[src/rtl/sd_arb_pkg.sv]
// Shared types and helpers for the SD host-channel port arbiter and
// the other shared-resource arbiters that reuse its round-robin picker.
package sd_arb_pkg;

    // Arbiter sequencing: guard against a stale ack, pick, request, transfer, release.
    typedef enum logic [2:0] {
        SYNC = 3'd0,
        IDLE = 3'd1,
        REQ  = 3'd2,
        XFER = 3'd3,
        REL  = 3'd4
    } arb_state_e;

    // Direction of the latched host transaction.
    typedef enum logic {
        RD = 1'b0,
        WR = 1'b1
    } arb_op_e;

    localparam int SECTOR_BYTES = 512;

    // Index width for n requesters; a single requester still gets one bit.
    function automatic int idx_w(input int n);
        return (n > 1) ? $clog2(n) : 1;
    endfunction

    // Successor of idx in a ring of n requesters.
    function automatic int wrap_next(input int idx, input int n);
        return (idx + 1 >= n) ? 0 : idx + 1;
    endfunction

endpackage

[src/rtl/sd_port_arbiter_rr_pick.sv]
// Round-robin picker: first set bit of pend searching upward from ptr,
// wrapping around. Purely combinational.
module sd_port_arbiter_rr_pick
    import sd_arb_pkg::*;
#(
    parameter int N  = 2,
    parameter int IW = idx_w(N)
) (
    input  logic [N-1:0]  pend,
    input  logic [IW-1:0] ptr,
    output logic          valid,
    output logic [IW-1:0] idx
);

    logic [IW-1:0] cand_s [N];
    logic          hit_s;

    // Requester numbers in visiting order, starting at ptr.
    always_comb begin
        for (int k = 0; k < N; k++) begin
            cand_s[k] = IW'((int'(ptr) + k) % N);
        end
    end

    // The first pending candidate in visiting order wins; later hits are masked.
    always_comb begin
        valid = 1'b0;
        idx   = '0;
        hit_s = 1'b0;
        for (int k = 0; k < N; k++) begin
            hit_s = pend[cand_s[k]] & ~valid;
            idx   = hit_s ? cand_s[k] : idx;
            valid = valid | hit_s;
        end
    end

endmodule

[src/rtl/sd_port_arbiter.sv]
// Shares one host block-device channel between N drive units.
// One sector transaction at a time, round-robin grant held until the
// host ack falls, with a request watchdog against a dead host.
module sd_port_arbiter
    import sd_arb_pkg::*;
#(
    parameter int N     = 2,
    parameter int TMO_W = 24
) (
    input  logic              clk_sys,
    input  logic              reset,
    input  logic [32*N-1:0]   req_lba,
    input  logic [N-1:0]      req_rd,
    input  logic [N-1:0]      req_wr,
    output logic [N-1:0]      req_ack,
    input  logic [8*N-1:0]    req_buff_din,
    output logic [N-1:0]      req_buff_wr,
    output logic [N-1:0]      req_err,
    output logic [31:0]       sd_lba,
    output logic              sd_rd,
    output logic              sd_wr,
    input  logic              sd_ack,
    input  logic [8:0]        sd_buff_addr,
    input  logic [7:0]        sd_buff_dout,
    output logic [7:0]        sd_buff_din,
    input  logic              sd_buff_wr
);

    localparam int IW   = idx_w(N);
    localparam int WD_W = (TMO_W > 0) ? TMO_W : 1;
    localparam logic [WD_W-1:0] WD_MAX = {WD_W{1'b1}};
    localparam logic [WD_W-1:0] WD_ONE = WD_W'(1);

    arb_state_e    state_q,  state_d;
    arb_op_e       op_q,     op_d;
    logic [IW-1:0] grant_q,  grant_d;
    logic [IW-1:0] rr_ptr_q, rr_ptr_d;
    logic [31:0]   lba_q,    lba_d;
    logic [WD_W-1:0] wd_q,   wd_d;
    logic          sd_rd_q,  sd_rd_d;
    logic          sd_wr_q,  sd_wr_d;
    logic [N-1:0]  req_err_q, req_err_d;

    logic [N-1:0]  pend_s;
    logic          pick_valid_s;
    logic [IW-1:0] pick_idx_s;
    logic          timeout_s;
    logic [N-1:0]  req_ack_s;
    logic [N-1:0]  req_buff_wr_s;
    logic [31:0]   lba_arr_s [N];
    logic [7:0]    din_arr_s [N];

    // Host buffer address and read data reach the requesters outside this
    // block; they are folded here only so the ports have a load.
    logic buff_unused_s;
    assign buff_unused_s = ^{sd_buff_addr, sd_buff_dout};

    assign pend_s = req_rd | req_wr;

    sd_port_arbiter_rr_pick #(
        .N  (N),
        .IW (IW)
    ) u_rr_pick (
        .pend  (pend_s),
        .ptr   (rr_ptr_q),
        .valid (pick_valid_s),
        .idx   (pick_idx_s)
    );

    // Split the flat per-requester buses into indexable arrays.
    always_comb begin
        for (int i = 0; i < N; i++) begin
            lba_arr_s[i] = req_lba[32*i +: 32];
            din_arr_s[i] = req_buff_din[8*i +: 8];
        end
    end

    // Watchdog terminal count; a zero width turns the watchdog off.
    assign timeout_s = (TMO_W > 0) ? (wd_q == WD_MAX) : 1'b0;

    // Next-state logic and registered host-request / error outputs.
    always_comb begin
        state_d   = state_q;
        op_d      = op_q;
        grant_d   = grant_q;
        rr_ptr_d  = rr_ptr_q;
        lba_d     = lba_q;
        wd_d      = wd_q;
        sd_rd_d   = 1'b0;
        sd_wr_d   = 1'b0;
        req_err_d = '0;
        case (state_q)
            SYNC: begin
                // An ack still high after reset belongs to a transaction we no longer own.
                if (!sd_ack) begin
                    state_d = IDLE;
                end else begin
                    state_d = SYNC;
                end
            end
            IDLE: begin
                if (pick_valid_s) begin
                    grant_d = pick_idx_s;
                    lba_d   = lba_arr_s[pick_idx_s];
                    op_d    = req_wr[pick_idx_s] ? WR : RD;
                    wd_d    = '0;
                    state_d = REQ;
                end else begin
                    state_d = IDLE;
                end
            end
            REQ: begin
                // Ack wins over a same-cycle timeout: the host did answer.
                if (sd_ack) begin
                    state_d = XFER;
                end else if (timeout_s) begin
                    req_err_d[grant_q] = 1'b1;
                    state_d            = REL;
                end else begin
                    sd_rd_d = (op_q == RD);
                    sd_wr_d = (op_q == WR);
                    wd_d    = wd_q + WD_ONE;
                end
            end
            XFER: begin
                if (!sd_ack) begin
                    state_d = REL;
                end else begin
                    state_d = XFER;
                end
            end
            REL: begin
                rr_ptr_d = IW'(wrap_next(int'(grant_q), N));
                state_d  = IDLE;
            end
            default: begin
                state_d = SYNC;
            end
        endcase
    end

    // State and latched-transaction registers; reset clears everything and re-enters SYNC.
    always_ff @(posedge clk_sys) begin
        if (reset) begin
            state_q   <= SYNC;
            op_q      <= RD;
            grant_q   <= '0;
            rr_ptr_q  <= '0;
            lba_q     <= 32'h0000_0000;
            wd_q      <= '0;
            sd_rd_q   <= 1'b0;
            sd_wr_q   <= 1'b0;
            req_err_q <= '0;
        end else begin
            state_q   <= state_d;
            op_q      <= op_d;
            grant_q   <= grant_d;
            rr_ptr_q  <= rr_ptr_d;
            lba_q     <= lba_d;
            wd_q      <= wd_d;
            sd_rd_q   <= sd_rd_d;
            sd_wr_q   <= sd_wr_d;
            req_err_q <= req_err_d;
        end
    end

    // Ack and buffer strobe pass straight through to the granted requester during a transfer only.
    always_comb begin
        req_ack_s     = '0;
        req_buff_wr_s = '0;
        if (state_q == XFER) begin
            req_ack_s[grant_q]     = sd_ack;
            req_buff_wr_s[grant_q] = sd_buff_wr;
        end else begin
            req_ack_s     = '0;
            req_buff_wr_s = '0;
        end
    end

    assign req_ack     = req_ack_s;
    assign req_buff_wr = req_buff_wr_s;
    assign req_err     = req_err_q;
    assign sd_lba      = lba_q;
    assign sd_rd       = sd_rd_q;
    assign sd_wr       = sd_wr_q;
    assign sd_buff_din = din_arr_s[grant_q];

endmodule

[config.mk]
export PLATFORM = sky130hd
export DESIGN_NAME = sd_port_arbiter
export DESIGN_NICKNAME = d
export VERILOG_FILES = /design/src/rtl/sd_arb_pkg.sv /design/src/rtl/sd_port_arbiter_rr_pick.sv /design/src/rtl/sd_port_arbiter.sv
export SDC_FILE = /design/constraint.sdc
export NUM_CORES = 1
export LEC_CHECK = 0
export CAP_MARGIN = 0
export CORE_MARGIN = 2
export CORE_UTILIZATION = 42
export DETAILED_ROUTE_END_ITERATION = 8
export PLACE_DENSITY = 0.9
export SETUP_SLACK_MARGIN = 0.3
export SLEW_MARGIN = 0
export SYNTH_ARGS = -nofsm -noshare
export SYNTH_HDL_FRONTEND = slang
export SYNTH_SLANG_ARGS = --single-unit
export TNS_END_PERCENT = 20
[constraint.sdc]
create_clock -name clk_sys -period 2.35 [get_ports clk_sys]
set_clock_uncertainty 0.1 [all_clocks]
set_input_delay 0.235 -clock clk_sys [delete_from_list [all_inputs] [get_ports clk_sys]]
set_output_delay 0.235 -clock clk_sys [all_outputs]
set_load 0.005 [all_outputs]
==> results of run 1 <==
[kinds of logic (layout without fill, tap and decap cells)]
family,after synthesis,count (layout),synth area share [%]
DFF,66,66,38.8
buffers and inverters,39,184,5.59
AOI/OAI and AO/OA,104,104,21.9
adders and majority gates,1,1,0.368
and+or+nand+nor,207,207,29.8
muxes,11,11,3.57
[power breakdown]
part           switching [mW]  total (mW)  internal, mW
clock                   0.451       0.997         0.546
sequential             0.0551        1.25          1.20
combinational           0.303       0.718         0.415
total                   0.809        2.97          2.16
[worst max-delay path by stage]
| stage | from | end | slack (ns) |
|---|---|---|---|
| CTS | state_q[1] | req_buff_wr[0] | 0.18 |
| detailed placement | req_rd[1] | wd_q[8] | 0.04 |
| finish | wd_q[0] | wd_q[22] | 0.32 |
| global route | wd_q[0] | wd_q[20] | 0.21 |
| floorplan | wd_q[0] | wd_q[19] | 0.38 |
| global placement | req_rd[1] | wd_q[8] | 0.09 |
[layer usage]
metal | routed length (microns) | vias up | GRT usage [%] | part of all wire, %
met2 | 5410 | 209 | 41.5 | 51
met4 | 242 | 0 | 10.9 | 2.3
met3 | 988 | 27 | 7.54 | 9.3
met5 | 0 | - | 0 | 0
met1 | 4000 | 1789 | 27.4 | 38
li1 | - | 1846 | - | -
[synth_stat cells (5+ instances only)]
cell type  number
nor2_1         58
o31ai_1        16
o21ai_1         5
mux2_2          9
o311ai_1        6
a311oi_1       33
a31oi_1         7
a21oi_1        25
clkbuf_1       17
and2_1          5
buf_2           8
and3_1          6
nor3_1          7
dfxtp_1        66
inv_1           5
nand3b_1        6
nand3_1         9
nand2_1        85
[critical path, cell delays in order, from the launching register on]
cell and delay [ns]:
dfxtp_2 0.39, ha_4 0.18, nand4_4 0.17, nor4_4 0.34, buf_4 0.18, and2_1 0.16, buf_6 0.18, o31ai_1 0.11
a21oi_1 0.14
[placed cells by master, fill, tap and decap left out, types with 3 or more instances in the layout]
cell,netlist,routed
o311ai_1,6,6
dfxtp_2,0,4
or3_1,3,3
a31oi_1,7,7
o21ai_0,3,3
and3_1,6,6
inv_1,5,5
nor2_1,58,58
nand4_1,4,4
clkbuf_8,0,11
nor3b_1,3,3
buf_4,1,25
a311oi_1,33,33
clkdlybuf4s50_1,0,134
a21oi_1,25,25
dfxtp_4,0,3
nand3_1,9,8
nand3b_1,6,6
o21ai_1,5,5
nand2_1,85,84
nor4_4,2,4
and2_1,5,5
dfxtp_1,66,59
o31ai_1,16,16
nor3_1,7,6
mux2_2,9,9
[repair_timing]
item,4_1_cts,5_1_grt
buffers inserted,3,5
endpoints found under the setup margin,31,40
cloned,0,0
gates resized for setup,2,20
hold endpoints to repair,0,0
pin swaps,2,5
[registers in the layout, indices dropped and copies added (netlist names)]
register	cells
sd_lba	32
wd_q	24
state_q	3
req_err	2
grant_q	1
op_q	1
rr_ptr_q	1
sd_rd	1
sd_wr	1
[final cells by class]
| class | instances | area share [%] |
|---|---|---|
| Clock buffer | 12 | 2.96 |
| Clock inverter | 4 | 0.956 |
| Inverter | 5 | 0.359 |
| Multi-Input combinational cell | 323 | 37.6 |
| Sequential cell | 66 | 25.6 |
| Tap cell | 102 | 2.44 |
| Timing Repair Buffer | 163 | 30.1 |
[per-stage QoR]
stage,hold WS (ns),setup slack [ns]
floorplan,0.294,0.380
global placement,0.357,0.0945
detailed placement,0.361,0.0426
CTS,0.264,0.178
global route,0.309,0.215
finish,0.267,0.324
==> results.ini, run 1 <==
[placed_design]
place_inst = 651
dpl.hpwl_microns = 7350
placed_cell_area_sq_um = 4880
io_buffer_count = 135
globalplace.congestion = 0.907

[floorplan]
num_io_pins = 153
rows = 32
die_w_microns = 94
initial_utilization_pct = 43.6
dieArea_sq_um = 8840
core_area_sq_um = 7810
die_h_microns = 94

[cts]
h-tree-depth = 3
clk_pin_slew_ns = 0.07
cts_hold_buf = 0
cts-root-buf = clkbuf_8
clock_sinks = 66
cts_tree = yes
clkLatencyLatePin_ns = 0.35
numCtsBuffers = 9
cts.path.max_buffers = 2

[routing]
routed_via_density = 5.73
drc = 0
wl_microns = 10600
post_drt_wl_per_cell_microns = 15.8
drt_iter0_drc = 295
final_antenna_net_count = 0
num_vias = 3871
dr.pass1.iters = 5

[finish]
drive_gt1_share_pct = 13.4
instances_no_fill = 675
final_nets = 674
multi_input_area_sq_um = 1970
num_antenna_cells = 0
seq_area_sq_um = 1340
fillers = 566
stdcell_area_sq_um = 5230
final_util_pct = 67.0
area_growth_pct = 53.8

[min_path]
hold_depth = 3
hold_class = in2reg
min-delay-start = reset
min_to = grant_q

[yosys]
syn-instance-count = 428
synth_top_flop_cell = dfxtp_1
synth_top_area_share_pct = 38.8
synth_cell_types = 48
netlist_top_cells_area = dfxtp_1, nand2_1, a311oi_1
synth_edf_count = 0
yosysTopAreaCell = dfxtp_1
syn_area_sq_um = 3400
avgSynthCellArea_sq_um = 7.95
synth-seq-cells = 66
synth-seq-area-share_pct = 38.8
ys_async_sr_fraction_pct = 0
ys_warn_count = 0
synth_nets = 534

[critical_path]
rr_startpoint = wd_q[0]
reg2reg_slack_ns = 0.32
worst-setup-path-type = reg2reg
r2r_cells = 8
reg2reg_to = wd_q[22]
crit_path_max_fanout = 14
required_ns = 2.53
crit_arrival_ns = 2.20
start_kind = flip-flop
crit_path_end_kind = flip-flop

[timing]
worst_pin_slew_ns = 0.551
final.setup.tns_ns = 0
period_share_pct = 86.2
hold_viol = 0
rsz0062_at_grt = yes
finalMaxSlewViolations = 0
setup_violations = 0
fmax_mhz = 493
layout_min_cycle_time_ns = 2.03
relSlewSlack_pct = 63.0

[grt]
grt_pass1_wl_microns = 17100
grt_use_total_pct = 24.2
grt_pass1_vias = 3681
antenna_found_initial = 0
overflow = 0
grt_max_degree = 52

[outcome]
status = finished clean

[run]
cap_violations = 0

[pwr]
total_power_mw = 2.97
pwr_density_cell_nw_per_um2 = 567
ir_drop_v = 0.000301
p_leak_nw = 1.93

No activity file was read; power rests on OpenSTA's default activity.
==> run 2: changes to the inputs <==
MAX_ROUTING_LAYER = met4   (was not set)
==> results.ini, run 2 (synthesis results as in run 1) <==
[timing]
layout_min_cycle_time_ns = 2.04
final.setup.tns_ns = 0
worst_pin_slew_ns = 0.721
setup_violations = 0
rsz0062_at_grt = yes
fmax_mhz = 491
period_share_pct = 86.6
hold_viol = 0
relSlewSlack_pct = 51.8
setup_slack_ns = 0.314
finalMaxSlewViolations = 0

[routing]
dr.pass1.iters = 6
wl_microns = 10600
route.met2.wl_microns = 5360
num_vias = 3837
top_layer_used = met4
drt_iter0_drc = 350
post_drt_wl_per_cell_microns = 15.8
final_antenna_net_count = 0
drc = 0
routed_via_density = 5.72
wl_met1_microns = 4070
wl_met3_microns = 954

[cts]
numCtsBuffers = 9
cts.path.max_buffers = 2
clock_sinks = 66
clk_pin_slew_ns = 0.07
cts_tree = yes
clkLatencyLatePin_ns = 0.35
h-tree-depth = 3
cts-root-buf = clkbuf_8
cts_hold_buf = 0

[grt]
grt_use_total_pct = 24.2
antenna_found_initial = 0
overflow = 0
grt_max_degree = 52
grt_pass1_wl_microns = 16600
grt_pass1_vias = 3538

[critical_path]
crit_path_max_fanout = 15
worst-setup-path-type = reg2out
start_kind = flip-flop
crit_arrival_ns = 1.70
crit_path_end_kind = output port
required_ns = 2.02

[placed_design]
placed_cell_area_sq_um = 4880
dpl.hpwl_microns = 7620
io_buffer_count = 135
globalplace.congestion = 0.917
dpl_worst_slack_ns = 0.0381

[floorplan]
die_w_microns = 94
die_h_microns = 94
num_io_pins = 153
initial_utilization_pct = 43.6
dieArea_sq_um = 8840
rows = 32
core_area_sq_um = 7810

[finish]
seq_area_sq_um = 1340
multi_input_area_sq_um = 1970
final_nets = 671
layout_commonest_cell = clkdlybuf4s50_1
largest_reg_flops = 32
num_antenna_cells = 0
drive_gt1_share_pct = 12.5
area_growth_pct = 53.1
fillers = 586
stdcell_area_sq_um = 5210
final_cell_mix = clkdlybuf4s50_1, nand2_1, dfxtp_1

[run]
cap_violations = 0

[pwr]
internal-power_mw = 2.19
switching_power_mw = 0.790
seqPwrFrac_pct = 42.2
sw_frac_of_total_pct = 26.5
ir_drop_v = 0.000314
clkPwrFrac_pct = 34.4
p_leak_nw = 1.92
power_frac_comb_pct = 23.5
pwr_density_cell_nw_per_um2 = 572

[min_path]
hold_class = in2reg

[outcome]
status = finished clean

run 2: cell count changes in the layout (fill, tap and decap cells not counted), sizes merged:
cell and change:
buf -3, bufinv +1, clkbuf -2
run 2: stage by stage:
step	std cells	utilization [%]	hold slack, ns	power, mW
after CTS	666	65.3	0.258	3.00
after floorplan	428	-	0.294	1.57
after global routing	671	66.7	0.275	3.12
after detailed placement	651	62.5	0.367	1.97
after global placement	651	62.5	0.356	1.95
final	671	66.7	0.278	2.98
run 2: area by class of cell:
class / count / area share (%)
Clock inverter: 5 / 1.54
Clock buffer: 10 / 2.45
Timing Repair Buffer: 160 / 29.7
Tap cell: 102 / 2.45
Multi-Input combinational cell: 323 / 37.9
Sequential cell: 66 / 25.6
Inverter: 5 / 0.360
run 2: path summary, 6_finish.rpt:
kind              startpoint        endpoint  slack [ns]  cells after the start
hold reg to reg     wd_q[20]        wd_q[20]        0.38                      1
setup reg to reg     wd_q[4]         wd_q[9]        0.34                      5
hold / removal         reset         wd_q[9]        0.28                      3
setup / recovery     grant_q  sd_buff_din[4]        0.31                      2
run 2: worst max-delay path, stage by stage, from the launching register on:
cell and delay, ns:
dfxtp_2 0.50, mux2_2 0.38, clkdlybuf4s50_1 0.47
run 2: metal layers:
metal / vias up / GRT usage (%)
met1: 1756 / 28.0
li1: 1835 / -
met2: 221 / 41.1
met5: - / -
met3: 25 / 6.02
met4: 0 / 8.33
run 2: power by group through the flow:
stage / clock (mW) / sequential (mW) / combinational (mW)
floorplan: 0 / 1.27 / 0.300
global placement: 0 / 1.27 / 0.674
detailed placement: 0 / 1.28 / 0.694
CTS: 1.04 / 1.26 / 0.698
global route: 1.10 / 1.27 / 0.758
finish: 1.03 / 1.26 / 0.700
run 2: what timing repair did:
| item | 4_1_cts | 5_1_grt |
|---|---|---|
| endpoints found under the setup margin | 25 | 36 |
| gates resized for setup | 6 | 13 |
| buffers inserted | 0 | 5 |
| gates cloned | 0 | 0 |
| pin swaps | 1 | 5 |
==> run 3: changes to the inputs <==
CORE_UTILIZATION = 41   (was 42)
PLACE_DENSITY = 0.89   (was 0.9)
SYNTH_HIERARCHICAL = 1   (was not set)
==> results.ini, run 3 <==
[grt]
grt_pass1_vias = 3336
grt_use_total_pct = 22.4
overflow = 0
antenna_found_initial = 0
grt_max_degree = 68
grt_pass1_wl_microns = 15200

[cts]
h-tree-depth = 3
numCtsBuffers = 9
cts-root-buf = clkbuf_8
cts_hold_buf = 0
clkLatencyLatePin_ns = 0.35
cts.path.max_buffers = 2
cts_tree = yes
clk_pin_slew_ns = 0.07
clock_sinks = 66

[finish]
final_nets = 622
final_cell_mix = clkdlybuf4s50_1, dfxtp_1, nor2_1
stdcell_area_sq_um = 5100
area_growth_pct = 56.2
layout_commonest_cell = clkdlybuf4s50_1
largest_reg_flops = 32
drive_gt1_share_pct = 14.6
num_antenna_cells = 0
fillers = 529

[critical_path]
crit_arrival_ns = 2.20
crit_slowest_cell = a211oi_2
crit_path_max_fanout = 8
crit_family = compound AO/OA/AOI/OAI gates
start_kind = flip-flop
crit_path_end_kind = flip-flop
cpMostUsedCell = a31oi_1
worst-setup-path-type = reg2reg
critical_path.max_stage_delay_ns = 0.59
critical_path_buf_inv_count = 1
crit_path_cell_trace = ha_2 > nand3_2 > nor4_4 > buf_4 > a211oi_2 > a31oi_1 > a31oi_1
required_ns = 2.52

[yosys]
yosysMostFrequentCell = dfxtp_1
synth_top_area_share_pct = 40.5
syn_area_sq_um = 3270
synth_top_flop_cell = dfxtp_1
netlist_top_cells_area = dfxtp_1, mux2i_1, a211oi_1
synth_edf_count = 0
syn-instance-count = 371
synth_cell_types = 48
ys_warn_count = 6
synth-seq-area-share_pct = 40.5
yosysTopAreaCell = dfxtp_1
synth-seq-cells = 66
ys_top_cells_by_count = dfxtp_1, nor2_1, a211oi_1
synth_nets = 477
avgSynthCellArea_sq_um = 8.80
ys_async_sr_fraction_pct = 0

[routing]
post_drt_wl_per_cell_microns = 15.8
drc = 0
dr.pass1.iters = 6
route.met2.wl_microns = 5000
routed_via_density = 5.67
wl_microns = 9870
wl_met3_microns = 815
wl_met1_microns = 3750
num_vias = 3532
top_layer_used = met4
drt_iter0_drc = 362
final_antenna_net_count = 0

[pwr]
p_leak_nw = 1.82
total_power_mw = 3.02
pwr_density_cell_nw_per_um2 = 592
ir_drop_v = 0.000424

[floorplan]
rows = 32
core_area_sq_um = 7730
num_io_pins = 153
dieArea_sq_um = 8690
die_w_microns = 93.2
initial_utilization_pct = 42.3
die_h_microns = 93.2

[timing]
hold_viol = 0
relSlewSlack_pct = 56.1
timing.hold.ws_ns = 0.291
layout_min_cycle_time_ns = 2.03
setup_slack_ns = 0.324
finalMaxSlewViolations = 0
period_share_pct = 86.2
final.setup.tns_ns = 0
worst_pin_slew_ns = 0.657
fmax_mhz = 494
setup_violations = 0
rsz0062_at_grt = yes

[placed_design]
placed_cell_area_sq_um = 4770
io_buffer_count = 135
dpl_worst_slack_ns = -0.00667
globalplace.congestion = 0.911
dpl.hpwl_microns = 6770

[run]
cap_violations = 0

[outcome]
status = finished clean

[min_path]
hold_class = in2reg

[run 3: cell types whose count changed after synthesis, sizes merged, moves of 5 or more]
| cell | before | now |
|---|---|---|
| nand2 | 85 | 29 |
| a311oi | 33 | 3 |
| a21o | 0 | 5 |
| nand3 | 9 | 21 |
| buf | 17 | 9 |
| nor2 | 58 | 48 |
| o31ai | 16 | 1 |
| mux2i | 2 | 33 |
| nand3b | 6 | 0 |
| a211oi | 2 | 36 |
| o311ai | 6 | 0 |
| a21oi | 26 | 12 |
| a31oi | 7 | 15 |
[run 3: power breakdown]
part	total (mW)	switching (mW)	internal (mW)
combinational	0.782	0.329	0.453
clock	0.953	0.434	0.520
sequential	1.28	0.0659	1.22
[run 3: timing repair]
| action | 4_1_cts | 5_1_grt |
|---|---|---|
| endpoints found under the hold margin | 0 | 0 |
| endpoints found under the setup margin | 28 | 60 |
| cloned | 1 | 0 |
| resized for setup | 4 | 14 |
| buffers inserted | 2 | 7 |
| pin swaps | 2 | 2 |
[run 3: path summary, 6_finish.rpt]
| check | start | to | slack, ns | cells after the start |
|---|---|---|---|---|
| setup / recovery | wd_q[0] | wd_q[19] | 0.32 | 7 |
| hold / removal | reset | wd_q[2] | 0.29 | 2 |
| setup reg to reg | wd_q[0] | wd_q[19] | 0.32 | 7 |
| hold reg to reg | op_q | sd_rd | 0.36 | 1 |
[run 3: stage by stage]
step           instances  util, %
6_report             623     66.0
5_1_grt              623     66.0
3_5_place_dp         597     61.8
3_3_place_gp         597     61.8
4_1_cts              616     64.8
2_1_floorplan        371        -
[run 3: logic make-up after synthesis]
family | Yosys count | synth area share [%]
AOI/OAI and AO/OA | 90 | 19.6
adders and majority gates | 1 | 0.383
buffers and inverters | 31 | 3.95
DFF | 66 | 40.5
muxes | 42 | 13.2
and+or+nand+nor | 141 | 22.4
[run 3: routing by layer]
layer,vias up,GRT usage (%)
met5,-,-
met1,1623,24.9
met3,44,5.80
met4,0,9.93
li1,1675,-
met2,190,37.9
[run 3: worst register-to-register path: cells and delay by family, from the launching register on]
family	cells	cell delay [ns]
adder cells (fa/ha/maj)	1	0.20
AO/OA/AOI/OAI	3	0.98
flip-flops	1	0.35
buffers and inverters	1	0.16
AND/OR/NAND/NOR	2	0.16
[run 3: cell type report]
class / instances / area, sq um / share of cell area (%)
tap: 102 / 128 / 2.50
inverter: 4 / 15.0 / 0.294
multi-input combinational: 275 / 1880 / 36.8
sequential: 66 / 1330 / 26.1
clock buffer: 12 / 145 / 2.85
timing repair buffer: 160 / 1550 / 30.4
clock inverter: 4 / 51.3 / 1.01
